## src/rtl/fp_addconv_dispatch.sv

```systemverilog
// rtl/fp_addconv_dispatch.sv - request FIFO, issue/hold sequencer and result capture around the FP adder/converter
module fp_addconv_dispatch #(
    parameter int size_mantissa        = 24,
    parameter int size_exponent        = 8,
    parameter int size_exception_field = 2,
    parameter int size                 = size_mantissa + size_exponent + size_exception_field,
    parameter int DEPTH                = 4,
    parameter int PTR_W                = 2,
    parameter int TAG_W                = 4,
    parameter int LATENCY              = 0
) (
    input  logic              clk,
    input  logic              rst,
    input  logic              in_valid,
    output logic              in_ready,
    input  logic [1:0]        in_conversion,
    input  logic              in_sub,
    input  logic [size-1:0]   in_a,
    input  logic [size-1:0]   in_b,
    input  logic [TAG_W-1:0]  in_tag,
    output logic [1:0]        add_conversion,
    output logic              add_sub,
    output logic [size-1:0]   add_a,
    output logic [size-1:0]   add_b,
    input  logic [size-1:0]   add_result,
    output logic              out_valid,
    input  logic              out_ready,
    output logic [size-1:0]   out_result,
    output logic [TAG_W-1:0]  out_tag,
    output logic              out_illegal
);

    localparam logic [1:0] ST_IDLE  = 2'd0;
    localparam logic [1:0] ST_ISSUE = 2'd1;
    localparam logic [1:0] ST_HOLD  = 2'd2;

    localparam int CNT_W = (LATENCY < 2) ? 1 : $clog2(LATENCY + 1);
    localparam logic [CNT_W-1:0] LAT_CNT = CNT_W'(LATENCY);
    localparam logic [PTR_W:0]   FULL_CNT = (PTR_W + 1)'(DEPTH);
    localparam logic [size-1:0]  ILLEGAL_RESULT = {2'b11, {(size - 2){1'b0}}};

    typedef struct packed {
        logic [1:0]       conv;
        logic             sub;
        logic [size-1:0]  a;
        logic [size-1:0]  b;
        logic [TAG_W-1:0] tag;
    } op_t;

    op_t              fifo_q [DEPTH];
    logic [PTR_W-1:0] wr_ptr_q, rd_ptr_q;
    logic [PTR_W:0]   count_q;
    logic [1:0]       state_q, state_d;
    logic [CNT_W-1:0] wait_q, wait_d;
    op_t              op_q;
    logic [size-1:0]  out_result_q;
    logic [TAG_W-1:0] out_tag_q;
    logic             out_illegal_q;

    op_t  head;
    logic push, pop, capture, head_illegal, nonempty;

    assign head         = fifo_q[rd_ptr_q];
    assign head_illegal = (head.conv == 2'b11);
    assign nonempty     = (count_q != '0);
    // Ready comes from the registered count only, so a same-cycle pop never re-opens a full FIFO.
    assign in_ready     = (count_q != FULL_CNT);
    assign push         = in_valid && in_ready;

    // Sequencer: pop from IDLE or on a HOLD handshake, count wait cycles in ISSUE.
    always_comb begin
        state_d = state_q;
        wait_d  = wait_q;
        pop     = 1'b0;
        capture = 1'b0;
        case (state_q)
            ST_IDLE: begin
                if (nonempty) pop = 1'b1;
            end
            ST_ISSUE: begin
                if (wait_q == LAT_CNT) begin
                    capture = 1'b1;
                    state_d = ST_HOLD;
                end else begin
                    wait_d = wait_q + 1'b1;
                end
            end
            ST_HOLD: begin
                if (out_ready) begin
                    if (nonempty) pop = 1'b1;
                    else          state_d = ST_IDLE;
                end
            end
            default: state_d = ST_IDLE;
        endcase
        if (pop) begin
            wait_d  = '0;
            state_d = head_illegal ? ST_HOLD : ST_ISSUE;
        end
    end

    // FIFO storage; entries need no reset because count gates their use.
    always_ff @(posedge clk) begin
        if (push) fifo_q[wr_ptr_q] <= '{conv: in_conversion, sub: in_sub, a: in_a, b: in_b, tag: in_tag};
    end

    // FIFO pointers and occupancy.
    always_ff @(posedge clk) begin
        if (rst) begin
            wr_ptr_q <= '0;
            rd_ptr_q <= '0;
            count_q  <= '0;
        end else begin
            if (push) wr_ptr_q <= wr_ptr_q + 1'b1;
            if (pop)  rd_ptr_q <= rd_ptr_q + 1'b1;
            case ({push, pop})
                2'b10:   count_q <= count_q + 1'b1;
                2'b01:   count_q <= count_q - 1'b1;
                default: count_q <= count_q;
            endcase
        end
    end

    // State, wait counter, operation register and captured result.
    always_ff @(posedge clk) begin
        if (rst) begin
            state_q       <= ST_IDLE;
            wait_q        <= '0;
            op_q          <= '0;
            out_result_q  <= '0;
            out_tag_q     <= '0;
            out_illegal_q <= 1'b0;
        end else begin
            state_q <= state_d;
            wait_q  <= wait_d;
            if (pop) begin
                op_q <= head;
                // Illegal requests never reach the adder; their response is formed here.
                if (head_illegal) begin
                    out_result_q  <= ILLEGAL_RESULT;
                    out_tag_q     <= head.tag;
                    out_illegal_q <= 1'b1;
                end
            end
            if (capture) begin
                out_result_q  <= add_result;
                out_tag_q     <= op_q.tag;
                out_illegal_q <= 1'b0;
            end
        end
    end

    // Operands reach the adder only while issuing and are zero otherwise.
    always_comb begin
        add_conversion = '0;
        add_sub        = 1'b0;
        add_a          = '0;
        add_b          = '0;
        if (state_q == ST_ISSUE) begin
            add_conversion = op_q.conv;
            add_sub        = op_q.sub;
            add_a          = op_q.a;
            add_b          = op_q.b;
        end
    end

    assign out_valid   = (state_q == ST_HOLD);
    assign out_result  = out_result_q;
    assign out_tag     = out_tag_q;
    assign out_illegal = out_illegal_q;

endmodule

```

## config.mk

```make
export PLATFORM = sky130hd
export DESIGN_NAME = fp_addconv_dispatch
export DESIGN_NICKNAME = d
export VERILOG_FILES = /design/src/rtl/fp_addconv_dispatch.sv
export SDC_FILE = /design/constraint.sdc
export NUM_CORES = 1
export LEC_CHECK = 0
export ABC_AREA = 1
export BUFFER_PORTS_ARGS = -buffer_cell sky130_fd_sc_hd__buf_2
export CORE_AREA = 2 2 192 147
export CTS_CLUSTER_DIAMETER = 30
export CTS_CLUSTER_SIZE = 16
export DETAILED_ROUTE_END_ITERATION = 12
export DIE_AREA = 0 0 194 149
export GPL_ROUTABILITY_DRIVEN = 0
export GPL_TIMING_DRIVEN = 1
export HOLD_SLACK_MARGIN = 0.02
export MAX_ROUTING_LAYER = met4
export PLACE_DENSITY = 0.86
export SLEW_MARGIN = 30
export SYNTH_ARGS = -nofsm -noshare
export SYNTH_HDL_FRONTEND = slang
export SYNTH_SLANG_ARGS = --single-unit
export TNS_END_PERCENT = 20
```

## constraint.sdc

```tcl
create_clock -name clk -period 11.9 [get_ports clk]
set_input_delay 0.595 -clock clk [delete_from_list [all_inputs] [get_ports clk]]
set_output_delay 0.595 -clock clk [all_outputs]
set_load 0.01 [all_outputs]
```

==> impl_metrics.yaml <==
run_status:
  outcome: "complete, no violations"
synth:
  synth_compound_area_frac: 0.113
  netlist_top_cells_area: "edfxtp_1 (55%), dfxtp_1 (15%), nor2_1 (8.3%)"
  synth.cells.most_frequent: "nor2_1 (361), edfxtp_1 (300), o21ai_0 (224), dfxtp_1 (125), inv_1 (102)"
  synth_top_family_by_area: "simple AND/OR/NAND/NOR gates"
  synth_seq_area_share: 0.707
  yosys.area_share.simple: 0.121
  postSynthCellCount: 1476
  synthesis.nets: 1595
  synth.mux.area_fraction: 0
  synthDistinctLibCells: 26
  async_flop_share: 0
  area_share_of_xor_xnor_cells_in_the_synthesized_design: 0
  synth_area_um2: 16300
  synth_area_per_cell_um2: 11.0
  synth-seq-cells: 425
  synth-adder-area-share: 0.00508
  synth.yosys.warnings: 0
  yosysMostFrequentCell: "nor2_1"
  synth_largest_type_area_fraction: 0.554
  synth_ff_type: "edfxtp_1"
  synth-edff-count: 300
  synth_largest_area_cell: "edfxtp_1"
cells_and_area:
  utilization: 0.711
  nNetsFinal: 1790
  area_delta_synth_final_pct: 19.4
  final_layout_size_suffix_gt1_frac: 0.203
routing:
  wl_um: 38200
  routed_wire_length_per_instance_um: 18.3
  vias: 11600
  drtPass1Iterations: 5
  antenna_left: 0
  route.detailed.drc: 0
  via_per_inst: 5.57
  detail_route.iter0.violations: 1022
floorplanning:
  floorplan.initialDensity: 0.596
  die_h_um: 149
  count_of_pins_on_the_block_boundary: 225
  core-area_um2: 27300
  floorplan.die_area_um2: 28900
  placementRows: 53
  dieWidth_um: 194
clock_network:
  cts_max_level: 2
  clock_tree.root_cell: "clkbuf_16"
  clk_path_buf_depth: 3
  cts_sinks: 425
  cts_hold_repair.buffers: 0
  cts_tree: "yes"
  cts_resized: 0
  insertion_delay_ns: 0.59
  cts_post_setup_buffers_inserted: 0
  cts_inserted_buffers: 56
  worst_setup_hold_path_clk_slew_ns: 0.06
worst_setup_path:
  critical_path.endpoint_type: "flop"
  timing.rr.end: "out_result[33]"
  critical_path.max_fanout: 76
  critPathCapture: "out_result[33]"
  criticalPathCategory: "reg2reg"
  worst_r2r_path_depth: 8
  cp.arrival_ns: 3.72
  worst_setup_path_start_kind: "flop"
  required_ns: 12.37
  r2r_setup_slack_ns: 8.65
power:
  p_leak_nw: 7.44
  report.power.total_mw: 4.93
  intPower_mw: 3.24
  power.combinational.fraction: 0.247
  seq_power_share: 0.415
  switchingPower_mw: 1.69
  sw_frac_of_total: 0.343
  ir_drop_v: 0.000192
  power_density_nw_per_um2: 254
  clock_power_share: 0.338
global_routing:
  track_usage: 0.268
  grt_first_pass_wirelength_um: 58900
  grt_overflow_total: 0
  grt_pass1_vias: 11400
  pin_count_of_the_biggest_net_entering_global_routing: 115
  grt_antenna_before_repair: 5
sta:
  worst_pin_slew_ns: 1.00
  grt_setup_unrepaired: "no"
  timing_max_transition_violations_final: 0
  setup_total_negative_slack_ns: 0
  finalHoldViolations: 0
  setup_viol: 0
  post-route-min-period_ns: 3.25
  layout_worst_path_cycle_share: 0.273
  clock_skew_ns: 0.0350
  maxSlewHeadroom: 0.331
  maxClockFrequency_ghz: 0.308
place:
  dpl.hpwl_um: 21100
  portBuffers: 224
worst_hold_path:
  min_path_type: "in2reg"
flow_run:
  timing.max_cap.violations: 0
flip-flops by register name (all words and copies together) (netlist names), named ones only:
| name | cells |
|---|---|
| fifo_q | 300 |
| op_q | 75 |
| out_result | 34 |
| out_tag | 4 |
| count_q | 3 |
| rd_ptr_q | 2 |
| state_q | 2 |
| wr_ptr_q | 2 |
| out_illegal | 1 |
metrics by stage:
stage	std cells	instance area, µm²	hold WS (ns)	setup WS (ns)
final	2082	19400	0.214	8.65
after global routing	2080	19400	0.206	8.43
after CTS	2075	19400	0.193	8.70
after detailed placement	1970	17500	0.440	8.72
after global placement	1969	17500	0.438	8.77
after floorplan	1476	16300	0.436	7.49
area by class of cell:
cell class / count / area, µm²
antenna: 7 / 17.5
sequential: 425 / 11500
tap: 357 / 447
fill: 1834 / 7890
multi-input combinational: 848 / 3930
clock inverter: 38 / 393
inverter: 104 / 393
timing repair buffer: 236 / 1250
clock buffer: 67 / 1500
kinds of logic after synthesis:
group | after synthesis
DFF | 425
buffers and inverters | 203
AOI/OAI and AO/OA | 348
adders and majority gates | 6
and+or+nand+nor | 494
worst min path at each step:
| stage | start | to | slack [ns] | depth (start not counted) |
|---|---|---|---|---|
| 2_1_floorplan | rd_ptr_q[1] | flop | 0.44 | 2 |
| 3_3_place_gp | rd_ptr_q[1] | flop | 0.44 | 2 |
| 3_5_place_dp | out_illegal | out_illegal | 0.44 | 2 |
| 4_1_cts | in_a[19] | fifo_q[2][57] | 0.19 | 1 |
| 5_1_grt | in_b[0] | fifo_q[3][4] | 0.21 | 1 |
| 6_report | in_a[19] | fifo_q[0][57] | 0.21 | 1 |
worst max-delay path, stage by stage, from the launching register on:
cell      delay, ns
dfxtp_4        1.02
inv_2          0.52
buf_4          0.46
nand3_1        0.18
nand2_2        0.09
nand3_4        0.40
nand2_1        0.19
o21bai_1       0.17
inv_1          0.05
metal layers:
layer  vias to the layer above  track usage  share of wire
li1                       5494            -              -
met1                      5514        0.334           0.41
met2                       532        0.447           0.48
met3                        67       0.0536          0.087
met4                         0       0.0867          0.021
met5                         -            -              0
power groups by stage:
stage	registers, mW	clock network (mW)	logic, mW
4_1_cts	2.04	1.68	1.21
3_3_place_gp	2.05	0	1.14
3_5_place_dp	2.06	0	1.19
5_1_grt	2.07	1.74	1.36
6_report	2.05	1.67	1.22
2_1_floorplan	2.00	0	0.921
layout by cell type (no fill, tap or decap), drive strengths merged, types with 2 or more instances in the layout:
| cell | instances |
|---|---|
| a21oi | 50 |
| a31oi | 70 |
| buf | 236 |
| bufinv | 4 |
| clkbuf | 67 |
| clkinv | 11 |
| clkinvlp | 6 |
| dfxtp | 125 |
| diode | 7 |
| edfxtp | 300 |
| ha | 5 |
| inv | 121 |
| nand2 | 79 |
| nand3 | 51 |
| nor2 | 362 |
| nor3 | 2 |
| o21ai | 224 |
| o21bai | 2 |
Note: power is estimated with default switching activity, not from simulation.
